`src/rtl/adc_capture_ctrl.sv`:
```
// adc_capture_ctrl: dual-channel ADC capture controller with AXI-Stream style output.
//
// Arm with a non-zero length.
// Wait for a rising edge on the asynchronous trigger.
// Stream that many A/B sample pairs through a single-entry output register.
// Signal completion.
// Samples that arrive while the output register is stalled are dropped and flagged.
//
// Ports:
//   clk_i, rst_i             clock, asynchronous active-high reset
//   arm_i, abort_i           control requests, sampled each edge
//   trig_async_i             trigger, asynchronous to clk_i
//   len_i                    samples per capture, latched at arm
//   adc_a_i, adc_b_i         channel samples, qualified by adc_valid_i (no backpressure)
//   m_tdata_o                {zext16(adc_b), zext16(adc_a)}
//   m_tvalid_o, m_tlast_o    stream valid / final beat of capture
//   m_tready_i               stream ready
//   armed_o, busy_o, done_o  status: ARMED; ARMED/CAPTURE/DRAIN; one-cycle completion pulse
//   overflow_o               sticky dropped-sample flag for the current/last capture
module adc_capture_ctrl #(
  parameter int unsigned DATA_W = 14,
  parameter int unsigned LEN_W  = 16
) (
  input  logic              clk_i,
  input  logic              rst_i,
  input  logic              arm_i,
  input  logic              abort_i,
  input  logic              trig_async_i,
  input  logic [LEN_W-1:0]  len_i,
  input  logic [DATA_W-1:0] adc_a_i,
  input  logic [DATA_W-1:0] adc_b_i,
  input  logic              adc_valid_i,
  output logic [31:0]       m_tdata_o,
  output logic              m_tvalid_o,
  input  logic              m_tready_i,
  output logic              m_tlast_o,
  output logic              armed_o,
  output logic              busy_o,
  output logic              done_o,
  output logic              overflow_o
);

  typedef enum logic [2:0] {StIdle, StArmed, StCapture, StDrain, StDone} state_e;

  state_e           state_q, state_d;
  logic             trig_meta_q, trig_sync_q, trig_prev_q, trig_pulse_q;
  logic [2:0]       warm_q;
  logic [LEN_W-1:0] len_q, len_d, cnt_q, cnt_d, cnt_inc;
  logic [31:0]      data_q, data_d;
  logic             tvalid_q, tvalid_d, tlast_q, tlast_d, ovf_q, ovf_d;
  logic             armed_q, busy_q, done_q;
  logic             accept;

  always_comb begin
    state_d  = state_q;
    len_d    = len_q;
    cnt_d    = cnt_q;
    data_d   = data_q;
    tvalid_d = tvalid_q;
    tlast_d  = tlast_q;
    ovf_d    = ovf_q;
    accept   = adc_valid_i && (!tvalid_q || m_tready_i);
    cnt_inc  = cnt_q + LEN_W'(1);

    // Consumed beat empties the register; a same-edge load below overrides this.
    if (tvalid_q && m_tready_i) begin
      tvalid_d = 1'b0;
      tlast_d  = 1'b0;
    end

    if (abort_i && (state_q != StIdle)) begin
      state_d  = StIdle;
      tvalid_d = 1'b0;
      tlast_d  = 1'b0;
    end else begin
      unique case (state_q)
        StIdle: begin
          if (arm_i && !abort_i && (len_i != '0)) begin
            state_d = StArmed;
            len_d   = len_i;
            cnt_d   = '0;
            ovf_d   = 1'b0;
          end
        end
        StArmed: begin
          if (trig_pulse_q) state_d = StCapture;
        end
        StCapture: begin
          if (adc_valid_i) begin
            if (accept) begin
              data_d   = {16'(adc_b_i), 16'(adc_a_i)};
              tvalid_d = 1'b1;
              cnt_d    = cnt_inc;
              // cnt_q < len_q always holds here, so cnt_inc never wraps.
              tlast_d  = (cnt_inc == len_q);
              if (cnt_inc == len_q) state_d = StDrain;
            end else begin
              ovf_d = 1'b1;
            end
          end
        end
        StDrain: begin
          if (!tvalid_q || m_tready_i) state_d = StDone;
        end
        StDone:  state_d = StIdle;
        default: state_d = StIdle;
      endcase
    end
  end

  always_ff @(posedge clk_i or posedge rst_i) begin
    if (rst_i) begin
      trig_meta_q  <= 1'b0;
      trig_sync_q  <= 1'b0;
      trig_prev_q  <= 1'b0;
      trig_pulse_q <= 1'b0;
      warm_q       <= '0;
      state_q      <= StIdle;
      len_q        <= '0;
      cnt_q        <= '0;
      data_q       <= '0;
      tvalid_q     <= 1'b0;
      tlast_q      <= 1'b0;
      ovf_q        <= 1'b0;
      armed_q      <= 1'b0;
      busy_q       <= 1'b0;
      done_q       <= 1'b0;
    end else begin
      trig_meta_q  <= trig_async_i;
      trig_sync_q  <= trig_meta_q;
      trig_prev_q  <= trig_sync_q;
      // warm_q[2] marks trig_prev_q as holding a real post-reset sample, so a level
      // already high across reset release is never mistaken for a rising edge.
      warm_q       <= {warm_q[1:0], 1'b1};
      trig_pulse_q <= trig_sync_q & ~trig_prev_q & warm_q[2];
      state_q      <= state_d;
      len_q        <= len_d;
      cnt_q        <= cnt_d;
      data_q       <= data_d;
      tvalid_q     <= tvalid_d;
      tlast_q      <= tlast_d;
      ovf_q        <= ovf_d;
      armed_q      <= (state_d == StArmed);
      busy_q       <= (state_d == StArmed) || (state_d == StCapture) || (state_d == StDrain);
      done_q       <= (state_d == StDone);
    end
  end

  assign m_tdata_o  = data_q;
  assign m_tvalid_o = tvalid_q;
  assign m_tlast_o  = tlast_q;
  assign armed_o    = armed_q;
  assign busy_o     = busy_q;
  assign done_o     = done_q;
  assign overflow_o = ovf_q;

endmodule

```
`config.mk`:
```
export PLATFORM = sky130hd
export DESIGN_NAME = adc_capture_ctrl
export DESIGN_NICKNAME = d
export VERILOG_FILES = /design/src/rtl/adc_capture_ctrl.sv
export SDC_FILE = /design/constraint.sdc
export NUM_CORES = 1
export LEC_CHECK = 0
export ABC_AREA = 1
export BUFFER_PORTS_ARGS = -buffer_cell sky130_fd_sc_hd__buf_2
export CAP_MARGIN = 20
export CORE_UTILIZATION = 35
export CTS_BUF_LIST = sky130_fd_sc_hd__clkbuf_8
export DETAILED_ROUTE_END_ITERATION = 8
export PLACE_DENSITY = 0.69
export SLEW_MARGIN = 10
export SYNTH_ARGS = -nofsm -noshare
export SYNTH_HDL_FRONTEND = slang
export SYNTH_SLANG_ARGS = --single-unit
```
`constraint.sdc`:
```
create_clock -name clk_i -period 2.39 [get_ports clk_i]
set_clock_uncertainty 0.05 [all_clocks]
set_input_delay 0.478 -clock clk_i [delete_from_list [all_inputs] [get_ports clk_i]]
set_output_delay 0.478 -clock clk_i [all_outputs]
set_load 0.05 [all_outputs]
```
; ---- After elaboration in Yosys (flattened, before gate mapping)
; Cells that the tools add are included.
[word_totals]
register_bits = 76
latchBits = 0
mem_bits_rw = 0
romBits = 0
input_bits = 51
out_inout_bits = 38
mem_count = 0
[op_classes]
add_sub_neg = 1
mul = 0
div_mod_pow = 0
magnitude_cmp = 0
eq_ne = 12
n_shift = 0
muxes = 26
n_bitwise = 4
reduce_logical = 18
[op_table]
columns = cell, n
row1 = 2-to-1 mux 16 bit, 3
row2 = one-hot mux 16 bit (2 select lines), 1
row3 = 2-to-1 mux 3 bit, 7
row4 = "adder 16 x 1 -> 16 bit, second input constant", 1
row5 = equality test 16 bit, 1
row6 = nonzero test 16 bit, 1
row7 = 2-to-1 mux 1 bit, 13
row8 = "equality test 3 x 2 -> 1 bit, second input constant", 4
row9 = one-hot mux 3 bit (4 select lines), 1
row10 = AND reduction 5 bit, 2
row11 = "inequality test 2 bit, second input constant", 4
row12 = "equality test 3 x 1 -> 1 bit, second input constant", 2
row13 = logical AND 1 bit, 5
row14 = AND reduction 4 bit, 1
row15 = "equality test 3 bit, second input constant", 1
row16 = zero test 3 bit, 1
row17 = logical OR 1 bit, 3
row18 = AND reduction 3 bit, 1
row19 = nonzero test 3 bit, 1
row20 = AND 1 bit, 2
row21 = zero test 1 bit, 2
row22 = NOT 1 bit, 2
row23 = one-hot mux 1 bit (2 select lines), 1
row24 = nonzero test 2 bit, 1

; ---- Depth between registers and ports, before layout
; Gate-level depths: netlist (run 1).
[depth]
ltp_word = 10
mapped_depth = 14
ltp_nobuf = 14

; ---- Worst setup path after synthesis (run 1)
; Ideal clock, no wire load.
[synth_path]
kind = reg-to-reg
from = register tvalid_q, in the netlist m_tvalid_o
to = register armed_q, in the netlist armed_o
setup_time_ns = 0.069
t_arrival_ns = 1.678
required_time_ns = 2.271
slack_ns = 0.593
stages_incl_launch_ff = 12
path_buffers = 0
cell_sequence = dfrtp_1 -> nand2_1 -> nand2_1 -> nor2_4 -> nand3_1 -> nor2_1 -> nand3_1 -> nor2_1 -> nand3_1 -> nand2_1 -> nand2_2 -> nor2_2
[synth_between]
elab_chain_len = 8
word_cells_on_any_way = 9
[synth_rtl]
columns = item, line_no
row1 = start: declaration, 50  ; logic tvalid_q, tvalid_d, tlast_q, tlast_d, ovf_q, ovf_d;
row2 = start signal: assignment, 140  ; tvalid_q <= tvalid_d;
row3 = zero test 1 bit *, "62, 103"
row4 = logical OR 1 bit *, "62, 103"
row5 = logical AND 1 bit, 62  ; accept = adc_valid_i && (!tvalid_q || m_tready_i);
row6 = 2-to-1 mux 3 bit, 90  ; if (accept) begin
row7 = 2-to-1 mux 3 bit, 89  ; if (adc_valid_i) begin
row8 = one-hot mux 3 bit (4 select lines) *, 76  ; unique case (state_q)
row9 = 2-to-1 mux 3 bit *, 71  ; if (abort_i && (state_q != StIdle)) begin
row10 = equality test 3 x 1 -> 1 bit *, 143  ; armed_q <= (state_d == StArmed);
row11 = end signal: assignment, 143
row12 = end: declaration, 51  ; logic armed_q, busy_q, done_q;
; Every way passes the cells marked *; elsewhere a longest branch is shown, timed or not.
; A chain may end at the register's enable or synchronous reset.

; ---- Final worst setup path (run 1)
[layout_path]
from = register cnt_q[0]
to = register armed_q, in the netlist armed_o
[layout_between]
elab_chain_len = 8
[layout_rtl]
columns = item, line_no
row1 = start: declaration, 48  ; logic [LEN_W-1:0] len_q, len_d, cnt_q, cnt_d, cnt_inc;
row2 = start signal: assignment, 138  ; cnt_q <= cnt_d;
row3 = adder 16 x 1 -> 16 bit, 63  ; cnt_inc = cnt_q + LEN_W'(1);
row4 = equality test 16 bit, 96  ; if (cnt_inc == len_q) state_d = StDrain;
row5 = 2-to-1 mux 3 bit, 96
row6 = 2-to-1 mux 3 bit, 90
row7 = 2-to-1 mux 3 bit, 89
row8 = one-hot mux 3 bit (4 select lines), 76
row9 = 2-to-1 mux 3 bit, 71
row10 = equality test 3 x 1 -> 1 bit, 143
; Every way passes these cells.

==> flow_summary.yaml, run 1 <==
finish:
  regArea_um2: 1900
  post-route-cell-area_um2: 4470
  diodes: 0
  layout_common_cells: "nand2_1, buf_2, dfrtp_1"
  multiInputGateArea_um2: 1510
  layout-drive-gt1-share_pct: 29.9
  final.fill_count: 1014
  mostFrequentLayoutCell: "nand2_1"
  nets: 549
  area_growth_pct: 21.4
detailed_routing:
  dr.first_iter.drc_count: 189
  routed_via_density: 4.78
  drc: 0
  vias: 3049
  dr.pass1.iters: 5
  ant_nets: 0
  detail_route.wirelength_um: 8150
  wire_per_inst_um: 12.8
clock_tree:
  insertion_delay_ps: 340
  cts-buffers-inserted: 9
  clk_pin_slew_ps: 80
  ctsRootBufferMaster: "clkbuf_8"
  post_cts_buffers: 0
  cts.htree.levels: 3
  clock-sinks: 76
  clockBufferDepth: 2
  cts_tree: "yes"
  cts_resized: 0
  cts_hold_buf: 0
power_and_ir_drop:
  max-vdd-ir-drop_v: 0.000907
  power_per_cell_area_nw_per_um2: 1070
  finalPower_mw: 4.80
  p_leak_nw: 2.26
synthesis:
  yosysTopAreaCell: "dfrtp_1"
  ys_ff_latch: 76
  avgSynthCellArea_um2: 9.10
  ys.flop_type: "dfrtp_1"
  yosysWarnings: 0
  synth_cell_types: 32
  netlist.area_leader.share_pct: 51.6
  ys_async_sr_fraction_pct: 100
  yosysSeqAreaShare_pct: 51.6
  postSynthCellCount: 405
  ys_top_cells_by_area: "dfrtp_1, nand2_1, mux2_2"
  synth.cell_area_um2: 3680
  synth_edf_count: 0
floorplanning:
  rows: 37
  die_w_um: 105
  dieArea_um2: 10900
  initial_core_util_pct: 35.9
  core_um2: 10300
  io_pins: 89
  chipHeight_um: 105
global_routing:
  grt-ovfl-total: 0
  antenna_found_initial: 0
  grtUsageTotal_pct: 15.3
  grt_pass1_vias: 3048
  grt_pass1_wl_um: 13700
  grt_max_degree: 46
setup_path:
  startpoint: "cnt_q[0]"
  start_kind: "register"
  r2r-start: "cnt_q[0]"
  path_class: "reg -> reg"
  endpoint: "armed_o"
  r2r_setup_slack_ps: 340
  cp_max_fo: 6
  worstSetupEndpointType: "register"
  critPathRequiredTime_ps: 2610
  r2r_end: "armed_o"
  cp.arrival_ps: 2280
  rr_worst_depth: 11
sta:
  final_hold_viol_count: 0
  tightest_slew_ps: 562
  hold_slack_ps: 187
  fin_crit_sh_pct: 86.0
  setup_violations: 0
  finalCriticalPeriod_ps: 2050
  max_slew_margin_pct: 62.5
  fin_tns_setup_ps: 0
  slew_violations: 0
  rsz0062_at_grt: "no"
  max_freq_ghz: 0.487
min_path:
  hp-class: "in -> async"
placed_design:
  hpwl_um: 6200
  place.gp.congestion: 0.817
  postPlaceCellArea_um2: 4260
  port_buffers: 84
flow_run:
  cap_viol_max_count: 0
run_status:
  status: "complete, no violations"
worst max-delay path: stages (launching register included):
cell and delay [ps]:
dfrtp_1 460, ha_1 230, nand2_1 110, nor2_2 240, nand3_1 170, xor3_1 220
nand2_1 50, nor2_1 120, nand3_1 110, nand2_1 90, nand2_2 60, nor2_2 80
cells by family after synthesis:
family / Yosys count / synth area share (%)
simple gates: 187 / 23.3
flops: 76 / 51.6
buf+inv: 64 / 7.71
compound gates: 41 / 6.08
mux: 28 / 8.56
xor+xnor: 6 / 2.24
other cells: 2 / 0.204
fa+ha+maj: 1 / 0.340
layout make-up:
| cell class | instances | area share (%) |
|---|---|---|
| Tap cell | 136 | 3.81 |
| Multi-Input combinational cell | 268 | 33.8 |
| Clock buffer | 9 | 2.77 |
| Timing Repair Buffer | 92 | 10.7 |
| Inverter | 50 | 4.31 |
| Sequential cell | 76 | 42.5 |
| Clock inverter | 7 | 2.07 |
layer usage:
layer | vias up | routed length, um | part of all wire, % | track usage (%)
met5 | - | 0 | 0 | 0
met4 | 0 | 140 | 1.7 | 4.12
met3 | 16 | 608 | 7.5 | 4.12
met2 | 136 | 3980 | 49 | 26.9
met1 | 1411 | 3420 | 42 | 18.6
li1 | 1486 | - | - | -
cell usage after synthesis (all sizes together), types with 2 or more instances:
cell / number
nand3: 31
conb: 2
clkbuf: 2
nand3b: 6
mux2: 28
inv: 49
nand2: 102
a21oi: 5
buf: 12
o21ai: 23
o22ai: 11
nor2: 34
dfrtp: 76
nand4: 10
nor3: 3
xor3: 2
xor2: 3
state kept, by name, summed over array words and instances, names as in the netlist:
name	count
m_tdata_o	28
cnt_q	16
len_q	16
state_q	3
warm_q	3
armed_o	1
busy_o	1
done_o	1
m_tlast_o	1
m_tvalid_o	1
overflow_o	1
trig_meta_q	1
trig_prev_q	1
trig_pulse_q	1
trig_sync_q	1
where the power goes:
group	total, mW	internal (mW)	leakage [nW]	switching (mW)
Combinational	1.88	0.548	1.18	1.33
Clock	1.06	0.584	0.107	0.476
Sequential	1.86	1.64	0.972	0.224
stage by stage:
stage	util, %	std cells	setup slack (ps)
2_1_floorplan	-	408	593
3_3_place_gp	41.4	622	239
3_5_place_dp	41.4	622	214
4_1_cts	43.5	638	326
5_1_grt	43.5	638	147
6_report	43.5	638	336
worst min path at each step:
stage	from	slack [ps]	endpoint
3_3_place_gp	warm_q[0]	280	warm_q[1]
3_5_place_dp	warm_q[1]	280	warm_q[2]
2_1_floorplan	trig_meta_q	280	trig_sync_q
6_report	rst_i	190	trig_meta_q
4_1_cts	rst_i	180	trig_sync_q
5_1_grt	trig_async_i	180	trig_meta_q
(Power assumes the default switching activity.)
==> inputs of run 2 (changes only) <==
- CAP_MARGIN: 20 -> 5
- CORE_ASPECT_RATIO: default -> 1.5
- GPL_TIMING_DRIVEN: default -> 0
==> run 2 against run 1 <==
  * Core utilization up 0.90 points
  * Global-route usage up 1.6 points
  * Final cell count up 1.9%
  * Non-clock buffer count up 7
  * Combinational power about the same
  * Setup slack worse by 120 ps
  * Largest power group unchanged
==> flow_summary.yaml, run 2 (synthesis results as in run 1) <==
clock_tree:
  clock-sinks: 76
  cts-buffers-inserted: 9
  clockBufferDepth: 2
  cts_tree: "yes"
  insertion_delay_ps: 360
  post_cts_buffers: 0
  clk_pin_slew_ps: 80
  ctsRootBufferMaster: "clkbuf_8"
  cts.htree.levels: 3
  cts_hold_buf: 0
finish:
  area_growth_pct: 22.8
  layout_common_cells: "nand2_1, buf_2, dfrtp_1"
  mostFrequentLayoutCell: "nand2_1"
  diodes: 0
  multiInputGateArea_um2: 1520
  layout-drive-gt1-share_pct: 30.5
  instances_no_fill: 650
  largest_reg_flops: 28
  nets: 556
  final.fill_count: 1002
  regArea_um2: 1900
power_and_ir_drop:
  p_seq_share_pct: 39.0
  p_sw_share_pct: 42.9
  finalPower_mw: 4.73
  internal_power_mw: 2.70
  p_clk_share_pct: 21.1
  power_per_cell_area_nw_per_um2: 1040
  p_leak_nw: 2.29
  max-vdd-ir-drop_v: 0.000740
  power_frac_comb_pct: 39.9
  p_sw_mw: 2.03
setup_path:
  path_class: "reg -> reg"
  cp.arrival_ps: 2410
  start_kind: "register"
  crit_path_frequent_cell: "nand2_1"
  cp_max_fo: 6
  cp_slowest_cell: "dfrtp_1"
  worstSetupEndpointType: "register"
  crit_chain: "ha_1, nand2_1, nor2_4, nand3_1, xor3_1, nand2_1, nor2_1, nand3_1, nand2_1, nand2_2, nand2_1"
  slowest_delay_ps: 460
  critPathRequiredTime_ps: 2630
sta:
  layout_setup_ws_ps: 217
  fin_tns_setup_ps: 0
  setup_violations: 0
  tightest_slew_ps: 813
  finalCriticalPeriod_ps: 2170
  max_freq_ghz: 0.460
  fin_crit_sh_pct: 90.9
  rsz0062_at_grt: "no"
  max_slew_margin_pct: 45.7
  final_hold_viol_count: 0
  hold_slack_ps: 177
  slew_violations: 0
global_routing:
  antenna_found_initial: 0
  grt_use_met1_pct: 18.5
  grt-busiest-layer: "met2"
  grtUsageTotal_pct: 16.9
  grt_use_met2_pct: 30.0
  grt_pass1_vias: 3185
  grt_pass1_wl_um: 14500
  grt_max_degree: 41
  grt-ovfl-total: 0
  grt_use_met3_pct: 3.22
placed_design:
  dp.cells: 634
  place.gp.congestion: 0.854
  pre_cts_ws_ps: 173
  hpwl_um: 6470
  port_buffers: 84
run_status:
  status: "complete, no violations"
floorplanning:
  dieArea_um2: 11000
  rows: 45
  chipHeight_um: 128
  core_um2: 10200
  initial_core_util_pct: 36.2
  io_pins: 89
  die_w_um: 85.8
detailed_routing:
  dr.first_iter.drc_count: 187
  drc: 0
  ant_nets: 0
  dr.pass1.iters: 5
  vias: 3071
  detail_route.wirelength_um: 8460
  routed_via_density: 4.72
  wire_per_inst_um: 13.0
min_path:
  hp-class: "in -> reg"
flow_run:
  cap_viol_max_count: 0
run 2: cell count changes in the layout (fill, tap and decap cells not counted), sizes merged:
cell	change
inv	+1
clkinvlp	-1
clkbuf	+3
buf	+5
bufinv	-1
run 2: layout make-up:
class | instances | share of cell area, %
timing repair buffer | 85 | 9.73
tap | 141 | 3.90
clock inverter | 6 | 1.41
clock buffer | 10 | 3.04
multi-input combinational | 268 | 33.5
sequential | 76 | 42.0
inverter | 50 | 4.26
buffer | 14 | 2.10
run 2: repair_timing:
| action | 4_1_cts | 5_1_grt |
|---|---|---|
| endpoints found under the hold margin | 0 | 0 |
| gates resized for setup | 0 | 3 |
| endpoints found under the setup margin | 0 | 2 |
run 2: final timing paths:
path,end,startpoint,cells after the start,slack (ps)
max in group asynchronous,m_tdata_o[18],rst_i,3,1430
min reg2reg,warm_q[1],warm_q[0],0,300
min in group asynchronous,cnt_q[8],rst_i,2,210
max,busy_o,cnt_q[0],11,220
min,trig_meta_q,trig_async_i,1,180
max reg2reg,busy_o,cnt_q[0],11,220
run 2: power groups by stage:
stage          Sequential, mW  Combinational, mW  Clock (mW)
3_3_place_gp             1.85               1.87           0
6_report                 1.84               1.89       0.998
4_1_cts                  1.85               1.90        1.02
2_1_floorplan            2.70              0.596           0
5_1_grt                  1.89               2.00        1.06
3_5_place_dp             1.87               1.90           0
run 2: routing by layer:
layer	vias up	wire length (um)
met5	-	0
met4	0	364
met3	30	354
met2	82	4490
met1	1457	3250
li1	1502	-
run 2: critical path: cells and delay by family (launching register included):
| kind | cells | cell delay, ps |
|---|---|---|
| flip-flops | 1 | 460 |
| XOR/XNOR | 1 | 230 |
| AND/OR/NAND/NOR | 9 | 1120 |
| adder cells (fa/ha/maj) | 1 | 230 |
run 2: stage by stage:
stage / utilization, % / cell area (um^2)
floorplan: - / 3700
global placement: 42.2 / 4300
detailed placement: 42.4 / 4320
CTS: 44.3 / 4520
global route: 44.4 / 4530
finish: 44.4 / 4530
